--- src/rtl/par2ser_tx_if.sv ---
// Handshake and serial-line bundle between a word source and par2ser_tx.
interface par2ser_tx_if #(
  parameter int DATA_W = 4
);
  logic [DATA_W-1:0] din;
  logic              din_valid;
  logic              din_ready;
  logic              tx;
  logic              busy;
  logic              done;

  modport master (output din, din_valid, input din_ready, tx, busy, done);
  modport slave  (input din, din_valid, output din_ready, tx, busy, done);
endinterface

--- src/rtl/par2ser_tx.sv ---
// Parallel-to-serial transmitter: start bit, DATA_W data bits LSB first, stop bit,
// each held CLKS_PER_BIT cycles. tx/busy/done are registered; din_ready is state==IDLE.
module par2ser_tx #(
  parameter int DATA_W       = 4,
  parameter int CLKS_PER_BIT = 4
) (
  input logic          clk,
  input logic          rst,
  par2ser_tx_if.slave  bus
);
  localparam int CW = (CLKS_PER_BIT > 1) ? $clog2(CLKS_PER_BIT) : 1;
  localparam int BW = (DATA_W > 1) ? $clog2(DATA_W) : 1;
  localparam logic [CW-1:0] CLAST = CW'(CLKS_PER_BIT - 1);
  localparam logic [CW-1:0] CSTOP = CW'((CLKS_PER_BIT > 1) ? CLKS_PER_BIT - 2 : 0);
  localparam logic [BW-1:0] BLAST = BW'(DATA_W - 1);

  typedef enum logic [1:0] {IDLE, START, DATA, STOP} state_t;

  state_t            state, state_n;
  logic              tx_r, tx_n, busy_r, busy_n, done_r, done_n;
  logic [CW-1:0]     cnt, cnt_n;
  logic [BW-1:0]     bcnt, bcnt_n;
  logic [DATA_W-1:0] shift, shift_n, shr;

  assign shr           = shift >> 1;
  assign bus.din_ready = (state == IDLE);
  assign bus.tx        = tx_r;
  assign bus.busy      = busy_r;
  assign bus.done      = done_r;

  always_ff @(posedge clk or posedge rst) begin
    if (rst) begin
      state  <= IDLE;
      tx_r   <= 1'b1;
      busy_r <= 1'b0;
      done_r <= 1'b0;
      cnt    <= '0;
      bcnt   <= '0;
      shift  <= '0;
    end else begin
      state  <= state_n;
      tx_r   <= tx_n;
      busy_r <= busy_n;
      done_r <= done_n;
      cnt    <= cnt_n;
      bcnt   <= bcnt_n;
      shift  <= shift_n;
    end
  end

  // The stop bit's final cycle is already spent in IDLE (done pulses, busy still
  // high), so a new word can be accepted on that edge with no idle gap.
  always_comb begin
    state_n = state;
    tx_n    = tx_r;
    busy_n  = busy_r;
    done_n  = 1'b0;
    cnt_n   = cnt;
    bcnt_n  = bcnt;
    shift_n = shift;
    case (state)
      IDLE: begin
        tx_n   = 1'b1;
        busy_n = 1'b0;
        if (bus.din_valid) begin
          state_n = START;
          tx_n    = 1'b0;
          busy_n  = 1'b1;
          cnt_n   = '0;
          shift_n = bus.din;
        end
      end
      START: begin
        if (cnt == CLAST) begin
          state_n = DATA;
          tx_n    = shift[0];
          bcnt_n  = '0;
          cnt_n   = '0;
        end else begin
          cnt_n = cnt + 1'b1;
        end
      end
      DATA: begin
        if (cnt == CLAST) begin
          cnt_n   = '0;
          shift_n = shr;
          bcnt_n  = bcnt + 1'b1;
          tx_n    = shr[0];
          if (bcnt == BLAST) begin
            tx_n = 1'b1;
            // A one-cycle stop bit lives entirely in the IDLE/done cycle.
            if (CLKS_PER_BIT == 1) begin
              state_n = IDLE;
              done_n  = 1'b1;
            end else begin
              state_n = STOP;
            end
          end
        end else begin
          cnt_n = cnt + 1'b1;
        end
      end
      STOP: begin
        if (cnt == CSTOP) begin
          state_n = IDLE;
          done_n  = 1'b1;
          cnt_n   = '0;
        end else begin
          cnt_n = cnt + 1'b1;
        end
      end
      default: begin
        state_n = IDLE;
        tx_n    = 1'b1;
        busy_n  = 1'b0;
        cnt_n   = '0;
        bcnt_n  = '0;
      end
    endcase
  end
endmodule
--- src/flat_wrapper.sv ---
// flat-port wrapper written by rule: the top's interface ports become plain ports
module par2ser_tx_flat 
#(
  parameter int DATA_W       = 4,
  parameter int CLKS_PER_BIT = 4
)
  (clk, rst, bus_din, bus_din_valid, bus_din_ready, bus_tx, bus_busy, bus_done);
  par2ser_tx_if #(.DATA_W(DATA_W)) bus_i ();
  input logic clk;
  input logic rst;
  input wire logic [$bits(bus_i.din)-1:0] bus_din;
  input wire logic [$bits(bus_i.din_valid)-1:0] bus_din_valid;
  output wire logic [$bits(bus_i.din_ready)-1:0] bus_din_ready;
  output wire logic [$bits(bus_i.tx)-1:0] bus_tx;
  output wire logic [$bits(bus_i.busy)-1:0] bus_busy;
  output wire logic [$bits(bus_i.done)-1:0] bus_done;
  assign bus_i.din = bus_din;
  assign bus_i.din_valid = bus_din_valid;
  assign bus_din_ready = bus_i.din_ready;
  assign bus_tx = bus_i.tx;
  assign bus_busy = bus_i.busy;
  assign bus_done = bus_i.done;
  par2ser_tx #(.DATA_W(DATA_W), .CLKS_PER_BIT(CLKS_PER_BIT)) u_core (.clk(clk), .rst(rst), .bus(bus_i));
endmodule
--- config.mk ---
export PLATFORM = sky130hd
export DESIGN_NAME = par2ser_tx_flat
export DESIGN_NICKNAME = d
export VERILOG_FILES = /design/src/rtl/par2ser_tx_if.sv /design/src/rtl/par2ser_tx.sv /design/src/flat_wrapper.sv
export SDC_FILE = /design/constraint.sdc
export NUM_CORES = 1
export LEC_CHECK = 0
export BUFFER_PORTS_ARGS = -buffer_cell sky130_fd_sc_hd__buf_4
export CAP_MARGIN = 15
export CORE_MARGIN = 2
export CORE_UTILIZATION = 49
export DETAILED_ROUTE_END_ITERATION = 16
export PLACE_DENSITY = 0.74
export SLEW_MARGIN = 20
export SYNTH_ARGS = -nofsm -noshare
export SYNTH_HDL_FRONTEND = slang
export SYNTH_SLANG_ARGS = --single-unit
export TNS_END_PERCENT = 100
--- constraint.sdc ---
create_clock -name clk -period 1.51 [get_ports clk]
set_input_delay 0.2265 -clock clk [delete_from_list [all_inputs] [get_ports clk]]
set_output_delay 0.2265 -clock clk [all_outputs]
set_load 0.02 [all_outputs]
# == Yosys cells after proc, flatten, opt, wreduce, memory -nomap -nowiden ==
# Index checks and enable logic that the tools add are counted.
# word_totals
regBits,13
inputBits,7
output_inout_bits,4
wordCells,53
# op_classes
n_addsub,2
eq_ne,11
mux,24
n_reduce_logical,9
# ops
operator,count
2-bit 2-to-1 mux,10
2-bit equality test (second input constant),5
3-bit AND reduction,3
4-bit 2-to-1 mux,2
2-bit by 1-bit inequality test with 1-bit output (second input constant),4
2-bit one-hot mux with 4 select lines,1
4-bit one-hot mux with 2 select lines,1
1-bit 2-to-1 mux,7
2-bit one-hot mux with 3 select lines,1
5-bit AND reduction,1
2-bit by 1-bit adder with 2-bit output (second input constant),2
2-bit one-hot mux with 2 select lines,1
2-bit nonzero test,2
1-bit one-hot mux with 3 select lines,1
3-bit nonzero test,1
2-bit by 1-bit equality test with 1-bit output (second input constant),1
2-bit zero test,1
2-bit inequality test (second input constant),1
2-bit OR reduction,1

# == Logic depth before layout (Yosys ltp) ==
# Gate-level depths: netlist of run 1.
# logic_depth
word_depth,4
depth_mapped,7
depth_no_buf,6

# == Worst setup path before layout of run 1 ==
# No wires, ideal clock.
# synth_path
path_type,register -> register
start,reg u_core.state[0]
end,reg u_core.state[1]
setup_ns,0.128
arrival_ns,1.645
required_time_ns,1.382
path_slack_ns,-0.262
stages_incl_launch_ff,6
path_buffers,0
synth_period_minus_slack_ns,1.772
path_cell_list,dfrtp_1 inv_1 ha_1 nor2b_4 nor4_4 mux2_1
# synth_between
elab_chain_len,3
word_cells_on_any_way,11
classes_between,eq/ne (8); mux (1); reduce/logical (2)
# synth_lines
element,line,text
start: declaration,par2ser_tx.sv:19,"state_t state, state_n;"
start signal: assignment,par2ser_tx.sv:41,state <= state_n;
2-bit zero test (*),--,
net bus_din_ready,flat_wrapper.sv:13,output wire logic [$bits(bus_i.din_ready)-1:0] bus_din_ready;
2-bit inequality test (no line),--,
5-bit AND reduction (no line),--,
# Mark *: on every way through the listed nets, which the timed path passes. The rest lies on a longest branch.
# A chain may end at the register's enable or synchronous reset.

# == Final worst setup path of run 1 ==
# layout_path
start,reg u_core.state[1]
end,reg u_core.state[1]
# layout_between
elab_chain_len,3
word_cells_on_any_way,11
classes_between,eq/ne (8); mux (1); reduce/logical (2)
# layout_lines
element,line,text
2-bit equality test (tied with other cells),par2ser_tx.sv:61,case (state)
2-bit by 1-bit inequality test with 1-bit output (no line) / 2-bit inequality test (equally long branches),--,
5-bit AND reduction (no line),--,
# Parallel ways exist; a longest one is shown, timed or not.

==> results.cfg, run 1 <==
[global_route]
antenna_found_initial = 0
grt_pass1_vias = 682
grt_util_met1 = 0.2675
grt_pass1_wl_mm = 3.139
grt.total_usage = 0.2207
overflow = 0
grt_max_degree = 14
grtUsageMet3 = 0.06000
globalRoute.busiestLayer = met2
grtUsageMet2 = 0.3857

[timing]
finClkSkew_ns = 0.004876
drv_slew = 0
max_slew_margin = 0.6731
setup_viol = 4
min_period_over_period = 1.057
final-hold-violation-count = 0
whs_ns = 0.2166
rsz0062_at_grt = true
finalWorstSetupSlack_ns = -0.08665
max_slew.worst_pin.slew_ns = 0.4899
max_freq_mhz = 626.3
min_period_ns = 1.597

[detailed_routing]
drt-pass1-iter-count = 4
wire_per_inst_um = 15.28
vias_per_cell = 5.100
vias = 663
first_iter_violations = 18
ant_nets = 0
route.detailed.drc = 0
drt_wl_total_mm = 1.986

[synthesis]
synth_top_family_by_area = adder cells
synth.area.mux_share = 0.07541
yosys_warnings = 0
syn-num-nets = 99
synth_most_common_cell = ha_1
avgSynthCellArea_sq_um = 10.50
synth_ff_type = dfrtp_1
synth-compound-area-share = 0.1312
synth_top_area_share = 0.3620
yosysUniqueCellTypes = 27
synthTopCellsByCount = 13 x ha_1, 12 x dfrtp_1, 9 x inv_1
synth_xor_area_frac = 0
synthTopCellsByArea = dfrtp_1 36%, ha_1 20%, mux2i_1 4.8%
synth-edff-count = 0
synth_top_area_cell = dfrtp_1
synthSimpleGateAreaFrac = 0.1569
synth_fa_ha_area_frac = 0.1961
synthCells = 79
synth_seq_cells = 13
ys_seq_area_frac = 0.3937
async_reset_ff_frac = 1.000
syn_area_sq_um = 829.5

[layout]
drive_above_1_share = 0.5000
n_fill_cell = 89
seq_area_sq_um = 329.1
multi_input_area_sq_um = 559.3
synthToLayoutAreaGrowth_pct = 47.06
antenna_cells = 0
nets = 135

[clocking]
clk_pin_slew_ns = 0.07
insertion_delay_ns = 0.28
h-tree-depth = 1
cts_root_buf = clkbuf_4
cts_tree = yes
cts.sinks = 13
cts_buffers = 3
clockBufferDepth = 2

[setup_path]
r2r_end = u_core.state[1]
crit_path_end_kind = flop
start_kind = flop
path_max_fanout = 4
cp.arrival_ns = 1.76
worst_ep_required_time_ns = 1.67
setup.worst_path.start = u_core.state[1]
worstSetupPathType = flop to flop
r2r_slack_ns = -0.09
ff2ff_path_depth = 6
regToRegStartpoint = u_core.state[1]

[outcome]
status = finished, violations left
violations = negative setup slack

[floorplan]
die_h_um = 45.15
design.die.area_sq_mm = 0.002038
rows = 14
design.core.area_sq_mm = 0.001541
die_x_um = 45.15
start_util = 0.5381
ioPinCount = 11

[power_and_ir_drop]
worst_ir_drop_vdd_mv = 1.477
leakage_nw = 0.5681
power_density_mw_per_mm2 = 2388

[place]
place_congestion = 0.7948
io_buffers = 10
pre_cts_ws_ns = -0.2238
place_hpwl_mm = 1.360

[worst_hold_path]
min_path_cells = 2
hold_path_class = input pin to flop
hp-start = bus_din_valid
min_to = u_core.bus.busy

[job]
maxCapViolations = 0
kinds of logic (layout without fill, tap and decap cells):
logic type	after synthesis	count (layout)
adder cells (fa/ha/maj)	13	13
AND/OR/NAND/NOR	19	19
buffers and inverters	10	45
AO/OA/AOI/OAI	18	18
flip-flops	13	13
multiplexers	6	6
worst max path at each step:
stage / endpoint / depth (start not counted)
6_report: u_core.state[1] / 6
5_1_grt: u_core.state[0] / 7
4_1_cts: u_core.state[0] / 7
3_5_place_dp: u_core.state[1] / 6
3_3_place_gp: u_core.state[1] / 6
2_1_floorplan: u_core.state[1] / 6
report_power, final:
part / switching, mW / leakage, nW / internal, mW / total [mW]
registers: 0.130 / 0.155 / 0.527 / 0.657
clock network: 0.112 / 0.0150 / 0.103 / 0.215
logic: 0.979 / 0.398 / 1.06 / 2.04
total: 1.22 / 0.568 / 1.69 / 2.91
area by class of cell:
| class | instances | share of cell area |
|---|---|---|
| Clock buffer | 4 | 0.02154 |
| Inverter | 9 | 0.03179 |
| Multi-Input combinational cell | 56 | 0.4585 |
| Sequential cell | 13 | 0.2697 |
| Tap cell | 16 | 0.01641 |
| Timing Repair Buffer | 32 | 0.2021 |
critical path, stage by stage, from the launching register on:
cell and delay, ns:
dfrtp_2 0.43, inv_2 0.08, ha_2 0.18, inv_2 0.07, o22ai_4 0.06, nor4_4 0.32
mux2_4 0.34
sequential cells by signal (all words and copies together), names as in the netlist:
register	cells
u_core.bus.tx	1
u_core.shift	4
u_core.bcnt	2
u_core.state	2
u_core.bus.done	1
u_core.cnt	2
u_core.bus.busy	1
cell usage in the layout, fill, tap and decap left out, types with 3 or more instances in the layout:
cell and count:
a21oi_1 5, buf_4 30, clkbuf_4 3, dfrtp_1 10
ha_1 7, ha_4 5, inv_1 5, mux2i_1 3
nand2_1 5, nor2_1 5, o21ai_0 3, o31ai_1 3
through the flow:
step	cell area (sq um)	cells	total power [mW]	TNS, ns	util
finish	1220	130	2.914	-0.2442	0.7914
global route	1220	130	3.114	-0.7670	0.7914
CTS	1164	128	2.715	-0.1467	0.7549
detailed placement	1055	120	2.219	-0.7395	0.6843
global placement	1055	120	2.142	-0.1359	0.6843
floorplan	844.6	79	1.632	-0.1052	-
layer usage:
metal,vias up,part of all wire,routed length [um]
met3,2,0.040,80
met5,-,0,0
met2,12,0.51,1011
li1,340,-,-
met4,0,0.0050,10
met1,309,0.44,883
timing repair:
action / CTS / global route
gates cloned: 0 / 0
hold buffers: 1 / 0
pin swaps: 2 / 4
setup endpoints to repair: 9 / 9
hold endpoints to repair: 12 / 0
setup buffers: 3 / 2
gates resized for setup: 12 / 8
(Power assumes the default switching activity.)
==> inputs of run 2 (changes only) <==
==> constraint.sdc (replaced) <==
create_clock -name clk -period 1.51 [get_ports clk]
set_input_delay 0.2265 -clock clk [delete_from_list [all_inputs] [get_ports clk]]
set_output_delay 0.2265 -clock clk [all_outputs]
set_load 0.005 [all_outputs]
==> run 2 against run 1 <==
  * The run still ends with negative setup slack left
  * Clock-buffer cell count did not move
  * Combinational power up 7%
  * Critical path depth increased by 1
  * Cell area is 3.0% higher
  * Clock power up 7%
  * Flip-flop and latch count unchanged
  * Core utilization grew 2.4 points
  * Wire length up 21%
  * Critical endpoint is now u_core.shift[2]
  * Largest power group unchanged
==> results.cfg, run 2 (synthesis results as in run 1) <==
[detailed_routing]
vias = 735
route.detailed.drc = 0
ant_nets = 0
drt_wl_total_mm = 2.409
first_iter_violations = 20
wire_per_inst_um = 18.53
vias_per_cell = 5.654
drt-pass1-iter-count = 4

[clocking]
h-tree-depth = 1
cts_buffers = 3
clockBufferDepth = 2
cts_root_buf = clkbuf_4
insertion_delay_ns = 0.29
cts.sinks = 13
cts_tree = yes
clk_pin_slew_ns = 0.08

[timing]
min_period_over_period = 1.120
final-hold-violation-count = 0
finalWorstSetupSlack_ns = -0.1816
fin_setup_tns_ns = -0.9351
whs_ns = 0.1993
finClkSkew_ns = 0.004109
setup_viol = 9
drv_slew = 0
min_period_ns = 1.692
max_slew.worst_pin.slew_ns = 0.5171
max_slew_margin = 0.6549
rsz0062_at_grt = true
max_freq_mhz = 591.2

[layout]
largest-register = u_core.shift
final_cells = 130
antenna_cells = 0
design_area_sq_mm = 0.001256
n_fill_cell = 88
layout_common_cells = 29 x buf_4, 10 x dfrtp_1, 6 x ha_1, 6 x ha_4
post-route-util = 0.8149
nets = 135
final_common_cell = buf_4
drive_above_1_share = 0.5175
largest_reg_flops = 4
synthToLayoutAreaGrowth_pct = 51.43

[floorplan]
design.core.area_sq_mm = 0.001541
ioPinCount = 11
rows = 14
start_util = 0.5381
die_x_um = 45.15
die_h_um = 45.15
design.die.area_sq_mm = 0.002038

[place]
pre_cts_ws_ns = -0.1574
io_buffers = 10
place_congestion = 0.7788
place_hpwl_mm = 1.310
place_inst = 117
placed_cell_area_sq_mm = 0.001050

[setup_path]
worst_ep_required_time_ns = 1.71
crit_path_end_kind = flop
worstSetupPathType = flop to flop
cp.arrival_ns = 1.90
path_max_fanout = 8
start_kind = flop

[global_route]
antenna_found_initial = 0
grt_pass1_wl_mm = 3.381
overflow = 0
grt.total_usage = 0.2415
grt_max_degree = 14
grt_pass1_vias = 711

[power_and_ir_drop]
cellInternalPower_mw = 1.774
clkPwrFrac = 0.075
p_seq_frac = 0.218
leakage_nw = 0.5753
power_density_mw_per_mm2 = 2450
swShare = 0.4236
power_mw = 3.077
net-switching-power_mw = 1.303
worst_ir_drop_vdd_mv = 1.472
power_frac_comb = 0.708

[outcome]
status = finished, violations left
violations = negative setup slack

[worst_hold_path]
hold_path_class = input pin to flop

[job]
maxCapViolations = 0
run 2: power by group through the flow:
stage,registers [mW],clock network [mW],logic [mW]
after detailed placement,0.662,0,1.50
after global routing,0.690,0.245,2.32
after floorplan,0.639,0,0.972
after CTS,0.660,0.230,1.84
final,0.670,0.230,2.18
after global placement,0.647,0,1.44
run 2: layout make-up:
type,count,area [sq um],share of cell area
flip-flops and latches,13,329.1,0.2620
well taps,16,20.02,0.01594
multi-input cells,56,583.1,0.4641
inverters,9,38.79,0.03088
repair buffers,32,259.0,0.2062
clock buffers,4,26.28,0.02092
run 2: layer usage:
metal  vias up  global-route usage  share of wire
li1        344                   -              -
met1       350              0.2975           0.44
met2        35              0.4229           0.48
met3         6             0.03600          0.046
met4         0             0.08824          0.032
met5         -                   0              0
run 2: final timing paths:
path | end | depth (start not counted) | from | slack, ns
setup / recovery | u_core.shift[2] | 7 | u_core.state[1] | -0.18
hold / removal | u_core.shift[3] | 3 | bus_din[3] | 0.20
setup reg to reg | u_core.shift[2] | 7 | u_core.state[1] | -0.18
hold reg to reg | u_core.bcnt[0] | 1 | u_core.bcnt[0] | 0.49
max in group asynchronous | u_core.state[1] | 3 | rst | 0.60
min in group asynchronous | u_core.bcnt[1] | 3 | rst | 0.53
run 2: repair_timing:
item / 4_1_cts / 5_1_grt
gates resized for setup: 10 / 11
pin swaps: 6 / 3
hold buffers: 1 / 0
endpoints found under the setup margin: 10 / 10
hold endpoints to repair: 12 / 0
buffers inserted: 6 / 2
run 2: critical path: stages, from the launching register on:
cell and delay (ns):
dfrtp_2 0.45, inv_2 0.09, ha_4 0.16, nor2b_4 0.14
buf_4 0.14, nor3_4 0.36, nor2_1 0.11, a21oi_1 0.16
